**config.mk**
```make
export PLATFORM = sky130hd
export DESIGN_NAME = npc_pc_unit_flat
export DESIGN_NICKNAME = d
export VERILOG_FILES = /design/src/rtl/npc_pkg.sv /design/src/rtl/npc_pc_unit_if.sv /design/src/rtl/npc_target.sv /design/src/rtl/npc_pc_unit.sv /design/src/flat_wrapper.sv
export SDC_FILE = /design/constraint.sdc
export NUM_CORES = 1
export LEC_CHECK = 0
export ABC_AREA = 1
export CAP_MARGIN = 20
export CORE_MARGIN = 4
export CORE_UTILIZATION = 46
export DETAILED_ROUTE_END_ITERATION = 16
export PLACE_DENSITY = 0.9
export RECOVER_POWER = 25
export SKIP_LAST_GASP = 1
export SLEW_MARGIN = 20
export SYNTH_ARGS = -nofsm -noshare
export SYNTH_HDL_FRONTEND = slang
export SYNTH_SLANG_ARGS = --single-unit
export TNS_END_PERCENT = 5
```
**constraint.sdc**
```tcl
create_clock -name clk -period 2.1 [get_ports clk]
set_input_delay 0.21 -clock clk [delete_from_list [all_inputs] [get_ports clk]]
set_output_delay 0.21 -clock clk [all_outputs]
set_load 0.05 [all_outputs]
```
**src/rtl/npc_pkg.sv**
```systemverilog
// rtl/npc_pkg.sv - shared types and constants for the fetch PC unit
package npc_pkg;

  typedef enum logic [2:0] {
    BR_NONE = 3'd0,
    BR_BEQ  = 3'd1,
    BR_BNE  = 3'd2,
    BR_J    = 3'd3,
    BR_JAL  = 3'd4,
    BR_JR   = 3'd5,
    BR_JALR = 3'd6
  } br_type_t;

  typedef enum logic [1:0] {
    BOOT = 2'd0,
    RUN  = 2'd1,
    HOLD = 2'd2
  } state_t;

  localparam logic [31:0] RESET_PC_DEFAULT = 32'h0000_3000;
  localparam logic [31:0] PC_STEP_DEFAULT  = 32'd4;

endpackage

```
**src/rtl/npc_pc_unit_if.sv**
```systemverilog
// rtl/npc_pc_unit_if.sv - ID control inputs and fetch PC outputs of the PC unit
interface npc_pc_unit_if;

  logic        stall;
  logic        id_valid;
  logic [2:0]  br_type;
  logic        cmp_eq;
  logic [31:0] rs_val;
  logic [15:0] imm16;
  logic [25:0] instr_index;
  logic [31:0] pc_if;
  logic [31:0] pc_id;
  logic [31:0] link_addr;
  logic        redirect;
  logic        misalign;

  modport master (
    output stall, id_valid, br_type, cmp_eq, rs_val, imm16, instr_index,
    input  pc_if, pc_id, link_addr, redirect, misalign
  );

  modport slave (
    input  stall, id_valid, br_type, cmp_eq, rs_val, imm16, instr_index,
    output pc_if, pc_id, link_addr, redirect, misalign
  );

endinterface

```
**src/rtl/npc_target.sv**
```systemverilog
// rtl/npc_target.sv - combinational taken/target resolution for the instruction in ID
module npc_target
  import npc_pkg::*;
(
  input  logic        id_valid,
  input  logic [2:0]  br_type,
  input  logic        cmp_eq,
  input  logic [31:0] pc_id,
  input  logic [15:0] imm16,
  input  logic [25:0] instr_index,
  input  logic [31:0] rs_val,
  output logic        taken,
  output logic [31:0] target
);

  logic [31:0] br_target;

  assign br_target = pc_id + 32'd4 + {{14{imm16[15]}}, imm16, 2'b00};

  // Undefined encodings and bubbles fall through as not-taken.
  always_comb begin
    taken  = 1'b0;
    target = br_target;
    if (id_valid) begin
      case (br_type)
        BR_BEQ:  taken = cmp_eq;
        BR_BNE:  taken = !cmp_eq;
        BR_J, BR_JAL: begin
          taken  = 1'b1;
          target = {pc_id[31:28], instr_index, 2'b00};
        end
        BR_JR, BR_JALR: begin
          taken  = 1'b1;
          target = rs_val;
        end
        default: taken = 1'b0;
      endcase
    end
  end

endmodule

```
**src/rtl/npc_pc_unit.sv**
```systemverilog
// rtl/npc_pc_unit.sv - fetch PC owner with delay-slot redirect and stall hold
module npc_pc_unit
  import npc_pkg::*;
#(
  parameter logic [31:0] RESET_PC = RESET_PC_DEFAULT,
  parameter logic [31:0] PC_STEP  = PC_STEP_DEFAULT
)
(
  input  logic          clk,
  input  logic          reset,
  npc_pc_unit_if.slave  bus
);

  state_t      state, state_nxt;
  logic [31:0] pc_if_q, pc_id_q, pc_if_nxt, target;
  logic        misalign_q, taken, advance, redirect;

  npc_target u_target (
    .id_valid    (bus.id_valid),
    .br_type     (bus.br_type),
    .cmp_eq      (bus.cmp_eq),
    .pc_id       (pc_id_q),
    .imm16       (bus.imm16),
    .instr_index (bus.instr_index),
    .rs_val      (bus.rs_val),
    .taken       (taken),
    .target      (target)
  );

  always_ff @(posedge clk) begin
    if (!reset) state <= BOOT;
    else        state <= state_nxt;
  end

  always_comb begin
    state_nxt = state;
    case (state)
      BOOT:      state_nxt = RUN;
      RUN, HOLD: state_nxt = bus.stall ? HOLD : RUN;
      default:   state_nxt = BOOT;
    endcase
  end

  // HOLD only differs from RUN in that it is observable; the decision on
  // release uses that cycle's (now fully forwarded) ID inputs.
  always_comb begin
    advance  = 1'b0;
    redirect = 1'b0;
    case (state)
      BOOT: advance = 1'b1;
      RUN, HOLD: begin
        advance  = !bus.stall;
        redirect = !bus.stall && taken;
      end
      default: ;
    endcase
  end

  assign pc_if_nxt = redirect ? target : pc_if_q + PC_STEP;

  always_ff @(posedge clk) begin
    if (!reset) begin
      pc_if_q    <= RESET_PC;
      pc_id_q    <= RESET_PC;
      misalign_q <= 1'b0;
    end else if (advance) begin
      pc_id_q <= pc_if_q;
      pc_if_q <= pc_if_nxt;
      if (redirect && (target[1:0] != 2'b00)) misalign_q <= 1'b1;
    end
  end

  assign bus.pc_if     = pc_if_q;
  assign bus.pc_id     = pc_id_q;
  assign bus.link_addr = pc_id_q + 32'd8;
  assign bus.redirect  = redirect;
  assign bus.misalign  = misalign_q;

endmodule

```
**src/flat_wrapper.sv**
```systemverilog
// flat-port wrapper written by rule: the top's interface ports become plain ports
module npc_pc_unit_flat import npc_pkg::*;
#(
  parameter logic [31:0] RESET_PC = RESET_PC_DEFAULT,
  parameter logic [31:0] PC_STEP  = PC_STEP_DEFAULT
)
  (clk, reset, bus_stall, bus_id_valid, bus_br_type, bus_cmp_eq, bus_rs_val, bus_imm16, bus_instr_index, bus_pc_if, bus_pc_id, bus_link_addr, bus_redirect, bus_misalign);
  npc_pc_unit_if bus_i ();
  input  logic clk;
  input  logic reset;
  input wire logic [$bits(bus_i.stall)-1:0] bus_stall;
  input wire logic [$bits(bus_i.id_valid)-1:0] bus_id_valid;
  input wire logic [$bits(bus_i.br_type)-1:0] bus_br_type;
  input wire logic [$bits(bus_i.cmp_eq)-1:0] bus_cmp_eq;
  input wire logic [$bits(bus_i.rs_val)-1:0] bus_rs_val;
  input wire logic [$bits(bus_i.imm16)-1:0] bus_imm16;
  input wire logic [$bits(bus_i.instr_index)-1:0] bus_instr_index;
  output wire logic [$bits(bus_i.pc_if)-1:0] bus_pc_if;
  output wire logic [$bits(bus_i.pc_id)-1:0] bus_pc_id;
  output wire logic [$bits(bus_i.link_addr)-1:0] bus_link_addr;
  output wire logic [$bits(bus_i.redirect)-1:0] bus_redirect;
  output wire logic [$bits(bus_i.misalign)-1:0] bus_misalign;
  assign bus_i.stall = bus_stall;
  assign bus_i.id_valid = bus_id_valid;
  assign bus_i.br_type = bus_br_type;
  assign bus_i.cmp_eq = bus_cmp_eq;
  assign bus_i.rs_val = bus_rs_val;
  assign bus_i.imm16 = bus_imm16;
  assign bus_i.instr_index = bus_instr_index;
  assign bus_pc_if = bus_i.pc_if;
  assign bus_pc_id = bus_i.pc_id;
  assign bus_link_addr = bus_i.link_addr;
  assign bus_redirect = bus_i.redirect;
  assign bus_misalign = bus_i.misalign;
  npc_pc_unit #(.RESET_PC(RESET_PC), .PC_STEP(PC_STEP)) u_core (.clk(clk), .reset(reset), .bus(bus_i));
endmodule
```
==> impl_results.md <==
* Total grt overflow at 0
* Synth top area share at 19.3%
* Fin crit period at 2.56 ns
* Crit path launch: u_core.bus.pc_id[5]
* 1st-pass router iterations at 8
* Die X at 133 um
* Worst path arrival time at 2.35 ns
* Core Box Area at 0.0152 mm2
* Final setup viols at 57
* Clock slew at reported path FFs at 0.06 ns
* Most common cell after layout, fill and taps aside: nand2_1
* Height of the die at 133 um
* Io pins at 180
* Power Density at 765 mW/mm2
* Pin count of the biggest net entering global routing at 61
* Crit path required time at 1.89 ns
* CP max-delay cell: dfxtp_2
* Per-cell via count in the routed design at 5.56
* Hpwl dp at 24800 um
* Vias at 9618
* Clk root buf: clkbuf_16
* Routability Congestion at 0.966
* Rows at 45
* Initial DRC Count at 989
* #FFs+latches synth at 67
* Total Routing Usage GR at 33.6%
* Hold Path Class: in -> reg
* Vias in the first global route at 9223
* Post-synth EDFFs at 0
* Post-synthesis instance area at 0.00716 mm2
* First-pass GRT wire length at 47400 um
* Initial antenna violation count at 0
* Ys Warns at 0
* Max FO, Critical Path at 4
* DRC Markers at 0
* Gate Count Post-Synth at 1223
* Area Overhead vs Synth at 54.2%
* Post-route setup slack at -0.462 ns
* Clock skew at 0.00779 ns
* CTS Buffer Depth at 2
* TritonCTS clock tree: yes
* Fmax at 390 MHz
* Nets at 1680
* Placed Cells incl. Taps at 1706
* H-tree level count at 3
* # clock sinks at 67
* Flop2flop setup slack at -0.36 ns
* Async SR Flop Fraction at 0%
* Sequential area share after synthesis at 18.7%
* Final Cycle Share at 122%
* IO Port Bufs at 179
* Leakage power at 5.44 nW
* Die area at 0.0176 mm2
* Failing checks: negative setup slack
* CTS buffer count at 9
* Actual slew at the worst max-slew pin at 1.02 ns
* Worst-Skew Late Latency at 0.35 ns
* N_diodes at 0
* Crit start category: register
* Most frequent cells in the layout: nand2_1 (368), inv_1 (174), buf_4 (152)
* Wire length per cell after detailed routing at 17.7 um
* Final ANT Viol Nets at 0
* Hold Startpoint: bus_stall
* Initial core utilization at 47.1%
* Critical path endpoint category: output port
* Hold-fix buffers, CTS at 0
* RSZ-0062 raised after global routing: true
* Util after Layout at 72.6%
* Share of layout cells above drive strength 1 at 17.4%
* Reg-to-Reg Start: u_core.bus.pc_id[3]
* Worst r2r path cells at 12
* Setup slack after placement at -0.748 ns
* Synth top area cells: nand2_1 (19%), dfxtp_1 (19%), ha_1 (11%)
* Total of max-cap violations at 0
* Count of cell types in the netlist at 41
* Slew Limit Fails at 0
* WS Path Type: reg -> out
* Syn Nets at 1367
* Final hold vios at 0
* Status: finished with violations
* Peak supply drop at 0.000504 V
* Syn Area/Cell at 5.85 um2
* DRT Wirelength at 30600 um
* Max incr delay on CP at 0.40 ns
* Largest area contributor in the netlist: nand2_1
* Worst rel slew slack at 31.8%
* Cells along the critical path: buf_4, nand3_2, nor2_4, nand2_2, nor4_4, nand3_2, nor2_4, nand2_2, nor2_2, xor2_4, buf_12
* Most used DFF post-synth: dfxtp_1
* Hold Path Stages at 3
* Fillers at 1256
* Final cell count without fillers at 1729
routing by layer:
metal / global-route usage (%) / vias to the layer above / wire length (um)
li1: - / 4568 / -
met1: 40.9 / 4316 / 11700
met2: 55.3 / 621 / 13800
met3: 4.87 / 113 / 2980
met4: 22.3 / 0 / 2160
met5: 0 / - / 0
flip-flops by register name, summed over array words and instances (netlist names):
register	cells
u_core.bus.pc_if	32
u_core.bus.pc_id	32
u_core.bus.misalign	1
u_core.state	2
cell usage after synthesis, types with 4 or more instances:
master	instances
inv_2	8
inv_1	173
nand2_1	369
ha_1	61
clkbuf_1	31
nor4_1	7
xnor2_1	16
o21ai_1	11
xor2_1	35
o21ai_0	74
nor3_1	19
nand3_2	4
dfxtp_1	67
nand4_1	17
nor2_1	107
buf_2	5
nand2_2	5
nand3b_1	10
a21oi_1	103
nand3_1	61
o211ai_1	7
logic make-up (layout without fill, tap and decap cells):
family,after synthesis,after routing,synth area share [%]
buf+inv,220,538,11.8
fa+ha+maj,62,62,10.9
simple gates,612,612,36.6
compound gates,211,211,15.7
xor+xnor,51,51,6.24
flops,67,67,18.7
what timing repair did:
item	CTS	global route
setup endpoints to repair	46	49
buffers inserted	5	2
pin swaps	9	4
resized for setup	8	3
cell type report:
type                    count  area, um2  share of cell area, %
clock buffers              11        253                   2.29
clock inverters             5       35.0                  0.317
inverters                 181        679                   6.16
multi-input cells         936       5150                   46.7
flip-flops and latches     67       1370                   12.4
well taps                 188        235                   2.13
repair buffers            341       3310                   30.0
critical path, delay by kind of cell, from the launching register on:
| kind | cells | cell delay [ns] |
|---|---|---|
| DFF | 1 | 0.40 |
| xor gates and xnor gates | 1 | 0.19 |
| and+or+nand+nor | 8 | 1.08 |
| buffers and inverters | 2 | 0.32 |
power by group:
group	internal, mW	switching, mW	leakage, nW
logic	2.05	3.15	4.74
registers	1.48	0.244	0.558
clock network	0.869	0.650	0.142
total	4.40	4.04	5.44
final timing paths:
kind                          end
min               u_core.state[1]
min reg2reg   u_core.bus.pc_if[0]
max             bus_link_addr[24]
max reg2reg  u_core.bus.pc_if[19]
through the flow:
stage / hold slack (ns) / instance area (um2) / total power [mW] / TNS (ns)
6_report: 0.437 / 11000 / 8.44 / -13.38
5_1_grt: 0.464 / 11000 / 8.85 / -20.83
4_1_cts: 0.431 / 11100 / 8.42 / -11.78
3_5_place_dp: 0.484 / 10700 / 6.87 / -14.23
3_3_place_gp: 0.470 / 10700 / 6.78 / -13.36
2_1_floorplan: 0.324 / 7320 / 4.59 / -6.81
(Power assumes the default switching activity.)
